===== src/rtl/bf_f_sequencer.sv =====
// -----------------------------------------------------------------------------
// bf_f_sequencer
//   Computes the Blowfish F-function F(x) = ((S1[a]+S2[b]) ^ S3[c]) + S4[d]
//   for x = {a,b,c,d}. One shared S-box lookup port is used for all four
//   lookups, which are issued one after another while the result is
//   accumulated. The result is returned over a valid/ready handshake.
//
// Parameters
//   SBOX_REG  0: sbox_data is valid in the same cycle as sbox_sel/sbox_idx
//             1: sbox_data is valid one cycle later (registered ROM)
//   CNT_W     width of the completed-operation counter
//
// Ports
//   wb_clk_i   in   clock, rising edge
//   wb_rst_i   in   asynchronous, active-high reset
//   in_valid   in   x_in valid
//   in_ready   out  block can accept x_in (IDLE only)
//   x_in       in   F-function input {a,b,c,d}
//   out_valid  out  f_out valid (DONE only)
//   out_ready  in   consumer accepts f_out
//   f_out      out  F(x) result
//   sbox_sel   out  S-box select: 0=S1, 1=S2, 2=S3, 3=S4
//   sbox_idx   out  S-box index
//   sbox_data  in   S-box lookup result
//   busy       out  high in every state except IDLE
//   done_cnt   out  completed handshakes, wraps modulo 2^CNT_W
// -----------------------------------------------------------------------------
module bf_f_sequencer #(
    parameter int SBOX_REG = 0,
    parameter int CNT_W    = 16
) (
    input  logic             wb_clk_i,
    input  logic             wb_rst_i,
    input  logic             in_valid,
    output logic             in_ready,
    input  logic [31:0]      x_in,
    output logic             out_valid,
    input  logic             out_ready,
    output logic [31:0]      f_out,
    output logic [1:0]       sbox_sel,
    output logic [7:0]       sbox_idx,
    input  logic [31:0]      sbox_data,
    output logic             busy,
    output logic [CNT_W-1:0] done_cnt
);

    localparam logic [2:0] ST_IDLE = 3'd0;
    localparam logic [2:0] ST_LK_A = 3'd1;
    localparam logic [2:0] ST_LK_B = 3'd2;
    localparam logic [2:0] ST_LK_C = 3'd3;
    localparam logic [2:0] ST_LK_D = 3'd4;
    localparam logic [2:0] ST_DONE = 3'd5;

    logic [2:0]       state_q,     state_d;
    logic             phase_q,     phase_d;
    logic [31:0]      x_reg_q,     x_reg_d;
    logic [31:0]      acc_q,       acc_d;
    logic [31:0]      f_out_q,     f_out_d;
    logic [1:0]       sbox_sel_q,  sbox_sel_d;
    logic [7:0]       sbox_idx_q,  sbox_idx_d;
    logic             in_ready_q,  in_ready_d;
    logic             out_valid_q, out_valid_d;
    logic             busy_q,      busy_d;
    logic [CNT_W-1:0] done_cnt_q,  done_cnt_d;
    logic             capture_s;

    // With a registered ROM the data for an issued address arrives in the
    // second cycle of a lookup state; phase_q marks that capture cycle.
    assign capture_s = (SBOX_REG == 0) ? 1'b1 : phase_q;

    // Next-state logic. sbox_sel/sbox_idx are loaded on entry to each lookup
    // state so the registered outputs are valid for the whole state.
    always_comb begin
        state_d     = state_q;
        phase_d     = 1'b0;
        x_reg_d     = x_reg_q;
        acc_d       = acc_q;
        f_out_d     = f_out_q;
        sbox_sel_d  = sbox_sel_q;
        sbox_idx_d  = sbox_idx_q;
        in_ready_d  = in_ready_q;
        out_valid_d = out_valid_q;
        busy_d      = busy_q;
        done_cnt_d  = done_cnt_q;
        case (state_q)
            ST_IDLE: begin
                if (in_valid) begin
                    x_reg_d    = x_in;
                    sbox_sel_d = 2'd0;
                    sbox_idx_d = x_in[31:24];
                    in_ready_d = 1'b0;
                    busy_d     = 1'b1;
                    state_d    = ST_LK_A;
                end else begin
                    state_d = ST_IDLE;
                end
            end
            ST_LK_A: begin
                if (capture_s) begin
                    acc_d      = sbox_data;
                    sbox_sel_d = 2'd1;
                    sbox_idx_d = x_reg_q[23:16];
                    state_d    = ST_LK_B;
                end else begin
                    phase_d = 1'b1;
                end
            end
            ST_LK_B: begin
                if (capture_s) begin
                    acc_d      = acc_q + sbox_data;
                    sbox_sel_d = 2'd2;
                    sbox_idx_d = x_reg_q[15:8];
                    state_d    = ST_LK_C;
                end else begin
                    phase_d = 1'b1;
                end
            end
            ST_LK_C: begin
                if (capture_s) begin
                    acc_d      = acc_q ^ sbox_data;
                    sbox_sel_d = 2'd3;
                    sbox_idx_d = x_reg_q[7:0];
                    state_d    = ST_LK_D;
                end else begin
                    phase_d = 1'b1;
                end
            end
            ST_LK_D: begin
                if (capture_s) begin
                    f_out_d     = acc_q + sbox_data;
                    out_valid_d = 1'b1;
                    state_d     = ST_DONE;
                end else begin
                    phase_d = 1'b1;
                end
            end
            ST_DONE: begin
                if (out_ready) begin
                    out_valid_d = 1'b0;
                    in_ready_d  = 1'b1;
                    busy_d      = 1'b0;
                    done_cnt_d  = done_cnt_q + {{(CNT_W-1){1'b0}}, 1'b1};
                    state_d     = ST_IDLE;
                end else begin
                    state_d = ST_DONE;
                end
            end
            default: begin
                out_valid_d = 1'b0;
                in_ready_d  = 1'b1;
                busy_d      = 1'b0;
                state_d     = ST_IDLE;
            end
        endcase
    end

    // State and output registers with asynchronous reset.
    always_ff @(posedge wb_clk_i or posedge wb_rst_i) begin
        if (wb_rst_i) begin
            state_q     <= ST_IDLE;
            phase_q     <= 1'b0;
            x_reg_q     <= 32'h0000_0000;
            acc_q       <= 32'h0000_0000;
            f_out_q     <= 32'h0000_0000;
            sbox_sel_q  <= 2'd0;
            sbox_idx_q  <= 8'h00;
            in_ready_q  <= 1'b1;
            out_valid_q <= 1'b0;
            busy_q      <= 1'b0;
            done_cnt_q  <= {CNT_W{1'b0}};
        end else begin
            state_q     <= state_d;
            phase_q     <= phase_d;
            x_reg_q     <= x_reg_d;
            acc_q       <= acc_d;
            f_out_q     <= f_out_d;
            sbox_sel_q  <= sbox_sel_d;
            sbox_idx_q  <= sbox_idx_d;
            in_ready_q  <= in_ready_d;
            out_valid_q <= out_valid_d;
            busy_q      <= busy_d;
            done_cnt_q  <= done_cnt_d;
        end
    end

    assign in_ready  = in_ready_q;
    assign out_valid = out_valid_q;
    assign f_out     = f_out_q;
    assign sbox_sel  = sbox_sel_q;
    assign sbox_idx  = sbox_idx_q;
    assign busy      = busy_q;
    assign done_cnt  = done_cnt_q;

endmodule


===== config.mk =====
export PLATFORM = sky130hd
export DESIGN_NAME = bf_f_sequencer
export DESIGN_NICKNAME = d
export VERILOG_FILES = /design/src/rtl/bf_f_sequencer.sv
export SDC_FILE = /design/constraint.sdc
export NUM_CORES = 1
export LEC_CHECK = 0
export CAP_MARGIN = 20
export CORE_MARGIN = 2
export CORE_UTILIZATION = 45
export CTS_BUF_LIST = sky130_fd_sc_hd__clkbuf_4 sky130_fd_sc_hd__clkbuf_8
export CTS_CLUSTER_SIZE = 8
export DETAILED_ROUTE_END_ITERATION = 12
export PLACE_DENSITY_LB_ADDON = 0.3
export SYNTH_ARGS = -nofsm -noshare
export SYNTH_HDL_FRONTEND = slang
export SYNTH_SLANG_ARGS = --single-unit

===== constraint.sdc =====
create_clock -name wb_clk_i -period 5.1 [get_ports wb_clk_i]
set_clock_uncertainty 0.1 [all_clocks]
set_input_delay 0.765 -clock wb_clk_i [delete_from_list [all_inputs] [get_ports wb_clk_i]]
set_output_delay 0.765 -clock wb_clk_i [all_outputs]
set_load 0.03 [all_outputs]

== Yosys cells after proc, flatten, opt, wreduce, memory -nomap -nowiden ==
Index checks and enable logic that the tools add are counted.
Widths: inputs -> output; s select.

* Shift-type cells: 0
* Reductions and logical operators: 10
* Divide/modulo/power cells: 0
* Multipliers: 0
* Muxes and demuxes: 15
* Bitwise gates (word level): 3
* Order comparisons: 0
* $add $sub $neg: 2
* Eq/ne operators: 7

{| class="wikitable"
|+ Operators by type and width
! kind !! count
|-
| $pmux 32 s3 || 1
|-
| $add 32x32->32 || 1
|-
| $pmux 8 s4 || 1
|-
| $xor 32x32->32 || 1
|-
| $pmux 3 s6 || 1
|-
| $add 16x1->16 const B || 1
|-
| $pmux 1 s3 || 3
|-
| $mux 8 || 1
|-
| $pmux 2 s4 || 1
|-
| $reduce_and 2->1 || 4
|-
| $reduce_or 4->1 || 2
|-
| $eq 3x2->1 const B || 2
|-
| $eq 3x3->1 const B || 2
|-
| $mux 1 || 5
|-
| $ne 2x2->1 const B || 2
|-
| $reduce_bool 4->1 || 1
|-
| $eq 3x1->1 const B || 1
|-
| $logic_not 3->1 || 1
|-
| $mux 3 || 1
|-
| $reduce_and 3->1 || 1
|-
| $reduce_bool 3->1 || 1
|-
| $mux 2 || 1
|-
| $not 1->1 || 2
|}

* Flip-flop bits (word level): 120
* Memories kept: 0
* Memory bits (writable): 0
* Bits in read-only memories: 0
* Logic and storage cells: 47
* Input bits: 68
* Bits in latches: 0

== Depth between registers and ports, before layout ==
Gate-level depths: netlist of the first run.

* Depth in word-level cells: 4
* Mapped depth: 10
* Depth with buffers taken out: 10

== Worst setup path before layout of the first run ==
No wires, ideal clock.

* Path kind: input port to flip-flop
* From: input sbox_data[0]
* To: register acc_q[30]
* Cell stages on the path: 10
* Slack: 2.142 ns
* Required time: 4.930 ns
* Arrival time: 2.788 ns
* Setup time: 0.070 ns
* Buffers on the path: 0
* Cell sequence: ha_1 > inv_1 > fa_1 > nand2b_1 > a21oi_1 > o21ai_2 > o2111ai_2 > nand2_2 > or4_1 > nand3_1

* Cells in the longest elaborated chain, start to end: 2

{| class="wikitable"
|+ RTL lines
! element !! line !! RTL
|-
| from (decl) || 42 || <nowiki>input logic [31:0] sbox_data,</nowiki>
|-
| $add 32x32->32 || 110 || <nowiki>acc_d = acc_q + sbox_data;</nowiki>
|-
| $pmux 32 s3 || 85 || <nowiki>case (state_q)</nowiki>
|-
| to (signal assigned) || 163 || <nowiki>acc_q <= 32'h0000_0000;</nowiki>
|-
| to (signal assigned) || 175 || <nowiki>acc_q <= acc_d;</nowiki>
|-
| to (decl) || 57 || <nowiki>logic [31:0] acc_q, acc_d;</nowiki>
|}

No other way between the ends.
A chain may end at the register's enable or synchronous reset.

== Worst setup path after layout of the first run ==
* From: input sbox_data[0]
* To: register acc_q[20]

Same word-level chain as after synthesis.

==> results of run 1 <==
[state kept, by name, indices dropped and copies added (netlist names)]
register and count:
out_valid 1, x_reg_q 24, sbox_idx 8, acc_q 32, done_cnt 16, in_ready 1, sbox_sel 2, state_q 3
busy 1, f_out 32
[worst register-to-register path: cells and delay by family (launching register included)]
kind | cells | cell delay (ns)
buffers and inverters | 1 | 0.05
AND/OR/NAND/NOR | 1 | 0.20
adder cells (fa/ha/maj) | 2 | 0.53
flip-flops | 1 | 0.36
AO/OA/AOI/OAI | 6 | 1.75
[cell type report]
class                           instances  share of cell area [%]
Clock inverter                         15                    1.64
Tap cell                              220                    2.89
Inverter                               20                   0.814
Sequential cell                       120                    31.5
Clock buffer                           17                    2.45
Multi-Input combinational cell        647                    45.6
Timing Repair Buffer                  144                    15.0
[Yosys cell counts, types with 12 or more instances]
| master | count | area [um^2] |
|---|---|---|
| nand3_1 | 26 | 130 |
| nor2_1 | 54 | 203 |
| mux2i_1 | 16 | 160 |
| dfrtp_1 | 119 | 2980 |
| xor2_1 | 19 | 166 |
| nand4_1 | 19 | 119 |
| o21ai_0 | 64 | 320 |
| nand2_1 | 85 | 319 |
| ha_1 | 32 | 400 |
| o22ai_1 | 24 | 150 |
| a21o_1 | 12 | 90.1 |
| xnor2_1 | 25 | 219 |
| inv_1 | 19 | 71.3 |
| a221oi_1 | 13 | 114 |
| a21oi_1 | 67 | 335 |
| mux2_2 | 25 | 282 |
| clkbuf_1 | 36 | 135 |
[worst paths after layout]
path / start / endpoint / slack [ns] / cells past startpoint
max: sbox_data[0] / acc_q[20] / 1.58 / 11
min: done_cnt[15] / done_cnt[15] / 0.37 / 1
max reg2reg: acc_q[0] / acc_q[20] / 2.03 / 10
min reg2reg: done_cnt[15] / done_cnt[15] / 0.37 / 1
max in group asynchronous: wb_rst_i / busy / 3.45 / 4
min in group asynchronous: wb_rst_i / f_out[27] / 0.58 / 2
[metrics by stage]
stage / area [um^2] / power (mW) / std cells / utilization (%)
floorplan: 7700 / 4.65 / 849 / -
global placement: 9120 / 5.75 / 1150 / 54.8
finish: 9540 / 6.70 / 1183 / 57.3
global route: 9540 / 7.24 / 1183 / 57.3
detailed placement: 9120 / 5.82 / 1150 / 54.8
CTS: 9510 / 6.69 / 1182 / 57.1
[power by group through the flow]
stage	Sequential (mW)	Clock, mW	Combinational, mW
3_5_place_dp	1.75	0	4.06
3_3_place_gp	1.74	0	4.00
5_1_grt	1.80	0.929	4.50
4_1_cts	1.74	0.882	4.07
2_1_floorplan	2.00	0	2.65
6_report	1.74	0.861	4.10
[kinds of logic (layout without fill, tap and decap cells)]
group                    count (synthesis)  after routing
AO/OA/AOI/OAI                          275            275
XOR/XNOR                                44             44
adder cells (fa/ha/maj)                 33             33
buffers and inverters                   82            196
flip-flops                             120            120
multiplexers                            41             41
AND/OR/NAND/NOR                        254            254
[routing by layer]
layer,GRT usage [%],vias up
met4,7.60,0
met3,4.92,24
met1,34.2,3404
met2,37.1,238
li1,-,3339
met5,0,-
==> flow_summary.ini, run 1 <==
[finish]
multiInputGateArea_um2 = 4350
mostFrequentLayoutCell = clkdlybuf4s50_1
antenna_cells = 0
fill_cells = 1516
layout-drive-gt1-share_pct = 10.9
seqCellArea_um2 = 3010
nets = 1051
area_delta_synth_final_pct = 23.8
most-common-layout-cells = 128 x clkdlybuf4s50_1, 117 x dfrtp_1, 84 x nand2_1, 67 x a21oi_1, 64 x o21ai_0

[routing]
ant_nets = 0
drt_iter0_markers = 648
via_count = 7005
firstDrtPassIters = 5
wl_per_cell_um = 17.9
wirelength_met1_mm = 9.74
wirelength_mm = 21.2
vias_per_cell = 5.92
top_layer = met4
met2WireLength_mm = 9.53
met3_length_mm = 1.60
drc = 0

[yosys]
ys_types = 78
synth_seq_area_share_pct = 39.0
synth-seq-cells = 120
async_reset_ff_share_pct = 100
synth_fa_ha_area_share_pct = 5.46
synth_compound_area_share_pct = 24.2
synthCells = 849
synthMuxAreaShare_pct = 5.74
synth_area_um2 = 7700
synthFlopType = dfrtp_1
synth-simple-area-share_pct = 16.0
yosys_warnings = 0
syn_area_per_cell_um2 = 9.07
syn_nets = 950
synth_top_family_by_area = compound AO/OA/AOI/OAI gates
yosys.area_share.xor_xnor_pct = 5.00
synth_edf_count = 0

[grt]
overflow = 0
antenna_found_initial = 0
grt_usage_pct = 24.1
grt_pass1_wl_mm = 34.6
grt_max_degree = 76
first_global_vias = 6625

[worst_setup_path]
crit_path_end_kind = flip-flop
cp.required_ns = 5.37
worstSetupPathType = input pin to flip-flop
slowest_stage = o21ai_0
crit_family = compound AO/OA/AOI/OAI gates
crit_fanout = 4
path_cells = clkdlybuf4s50_1 -> ha_1 -> inv_1 -> fa_1 -> nand2b_1 -> a21oi_1 -> o21ai_2 -> o21ai_0 -> a21boi_0 -> a211o_1 -> a21oi_1
worst_ep_arrival_time_ns = 3.80
cp_slowest_stage_delay_ns = 0.53
cpMostUsedCell = a21oi_1
cp-start-kind = input pin
crit_buf_inv = 2

[power]
power.density_nw_per_um2 = 703
switchingPower_mw = 3.22
p_comb_share_pct = 61.1
p_int_mw = 3.48
pwr-share-clk_pct = 12.8
swShare_pct = 48.1
p_seq_share_pct = 26.0
p_leak_nw = 3.96
vdd_drop_max_v = 0.000297

[cts]
clockBufferDepth = 2
cts_tree = built
clock_latency_ns = 0.45
cts_inserted_buffers = 17
root_buffer = clkbuf_8
h-tree-depth = 4
ctsResizeCount = 0
cts_setup_buffers = 0
cts_sinks = 120
clk_pin_slew_ns = 0.08
ctsHoldBuffers = 0

[timing]
whs_ns = 0.374
finalSetupViolations = 0
setup_slack_ns = 1.58
final.min_clock_period_ns = 3.52
rsz0062_at_grt = false
period_share_pct = 69.1
slew_headroom_pct = 47.5
tns_ns = 0
worstMarginPinSlew_ns = 0.788
hold_viol = 0
max_freq_ghz = 0.284
finalMaxSlewViolations = 0

[die]
initial_utilization_pct = 46.3
die-height_um = 135
io_pins = 129
num_rows = 47
fp.dieW_um = 135
die_area_um2 = 18200
fp.coreArea_um2 = 16600

[worst_hold_path]
min_path_type = flip-flop to flip-flop

[job]
drv_cap = 0

[place]
detailed_place_hpwl_mm = 14.8
io_buffers = 128
place_ws_ns = 1.17
place_congestion = 0.927

[run_status]
status = complete, no violations
(Power assumes the default switching activity.)
==> run 2, diff against run 1 <==
==> constraint.sdc (replaced) <==
create_clock -name wb_clk_i -period 3.4 [get_ports wb_clk_i]
set_clock_uncertainty 0.1 [all_clocks]
set_input_delay 0.51 -clock wb_clk_i [delete_from_list [all_inputs] [get_ports wb_clk_i]]
set_output_delay 0.51 -clock wb_clk_i [all_outputs]
set_load 0.03 [all_outputs]
==> run 2 against run 1 <==
Net effect:
- global-route usage up 0.66 points
- cell count up 3.2%
- setup slack worse by 1.3 ns
- die area unchanged
- design area up 3.0%
- routed wire length up 2.9%
- power up 56%
- critical path depth up 1
- core utilization up 1.7 points
- count of clock-buffer cells in the layout unchanged
- sequential cell count unchanged
- largest cell class unchanged
==> flow_summary.ini, run 2 (same netlist as run 1, synthesis figures left out) <==
[timing]
hold_viol = 0
rsz0062_at_grt = false
finalSetupViolations = 0
max_freq_ghz = 0.318
slew_headroom_pct = 49.7
worstMarginPinSlew_ns = 0.752
final.min_clock_period_ns = 3.14
finalMaxSlewViolations = 0
tns_ns = 0
period_share_pct = 92.4

[cts]
cts_sinks = 120
clockBufferDepth = 2
clock_latency_ns = 0.45
cts_setup_buffers = 0
cts_inserted_buffers = 17
h-tree-depth = 4
cts_tree = built
root_buffer = clkbuf_8
ctsResizeCount = 0
ctsHoldBuffers = 0
clk_pin_slew_ns = 0.08

[grt]
first_global_vias = 6754
grt_max_degree = 81
grt_usage_pct = 24.8
antenna_found_initial = 0
grt_pass1_wl_mm = 35.5
overflow = 0

[run_status]
status = complete, no violations

[worst_setup_path]
worstSetupPathType = input pin to flip-flop
path_cells = clkdlybuf4s50_1 -> ha_1 -> inv_1 -> fa_1 -> nand2b_1 -> a21oi_1 -> buf_4 -> o21a_1 -> a22oi_1 -> o31ai_1 -> nand3_1 -> o311a_1
cp-start-kind = input pin
slowest_stage = clkdlybuf4s50_1
crit_path_end_kind = flip-flop
reg2reg_slack_ns = 0.49
worst_ep_arrival_time_ns = 3.38
cp.required_ns = 3.63
crit_fanout = 4
cp_slowest_stage_delay_ns = 0.51
r2r-end = acc_q[18]
r2r_start = acc_q[0]
rr_worst_depth = 11

[routing]
via_count = 7130
ant_nets = 0
wirelength_mm = 21.8
firstDrtPassIters = 6
drt_iter0_markers = 617
wl_per_cell_um = 17.9
vias_per_cell = 5.84
drc = 0

[finish]
mostFrequentLayoutCell = clkdlybuf4s50_1
final_cell_area_um2 = 9820
antenna_cells = 0
layout-drive-gt1-share_pct = 14.3
most-common-layout-cells = 128 x clkdlybuf4s50_1, 117 x dfrtp_1, 84 x nand2_1, 67 x a21oi_1, 64 x o21ai_0
nets = 1089
utilization_pct = 59.0
layout.cells.non_filler = 1221
area_delta_synth_final_pct = 27.6

[die]
io_pins = 129
fp.dieW_um = 135
fp.coreArea_um2 = 16600
initial_utilization_pct = 46.3
die_area_um2 = 18200
num_rows = 47
die-height_um = 135

[power]
p_leak_nw = 4.14
vdd_drop_max_v = 0.000455
power.density_nw_per_um2 = 1070
total_power_mw = 10.5

[place]
dp.cells = 1189
placed_cell_area_um2 = 9410
detailed_place_hpwl_mm = 15.4
io_buffers = 128
place_congestion = 0.946

[worst_hold_path]
hold_start = f_out[10]
holdPathStages = 2
min_path_type = flip-flop to flip-flop
hold_end = f_out[10]

[job]
drv_cap = 0
## run 2: cell types whose count changed in the layout (fill, tap and decap cells not counted), sizes merged
cell / change
buf: +38
bufinv: +1
clkinv: -1
## run 2: report_power, final
part           total (mW)  internal (mW)  switching, mW  leakage, nW
clock                1.38          0.680          0.701        0.203
combinational        6.53           2.76           3.77         2.48
sequential           2.57           2.10          0.473         1.46
total                10.5           5.54           4.94         4.14
## run 2: metrics by stage
stage | setup WS [ns] | hold WS (ns)
2_1_floorplan | 0.697 | 0.353
3_3_place_gp | 0.0236 | 0.351
3_5_place_dp | -0.139 | 0.356
4_1_cts | 0.302 | 0.374
5_1_grt | 0.0580 | 0.410
6_report | 0.257 | 0.367
## run 2: worst max-delay path: cells and delay by family
kind	cells	cell delay (ns)
fa+ha+maj	2	0.59
compound gates	5	1.21
buf+inv	3	0.74
simple gates	2	0.31
## run 2: worst max path at each step
stage,cells past startpoint,startpoint,endpoint
floorplan,10,sbox_data[0],acc_q[30]
global placement,12,sbox_data[0],f_out[18]
detailed placement,12,sbox_data[0],acc_q[18]
CTS,12,sbox_data[0],acc_q[18]
global route,12,sbox_data[0],f_out[16]
finish,12,sbox_data[0],acc_q[18]
## run 2: area by class of cell
type                       instances  area, um^2
sequential                       120        3010
multi-input combinational        647        4350
fill                            1472        6820
clock inverter                    15         176
timing repair buffer             182        1700
tap                              220         275
clock buffer                      17         234
inverter                          20        78.8
## run 2: metal layers
layer | track usage, % | vias up | share of wire (%)
met2 | 37.9 | 262 | 45
met4 | 8.60 | 0 | 2.2
met1 | 35.2 | 3413 | 46
li1 | - | 3413 | -
met5 | 0 | - | 0
met3 | 4.77 | 42 | 6.8
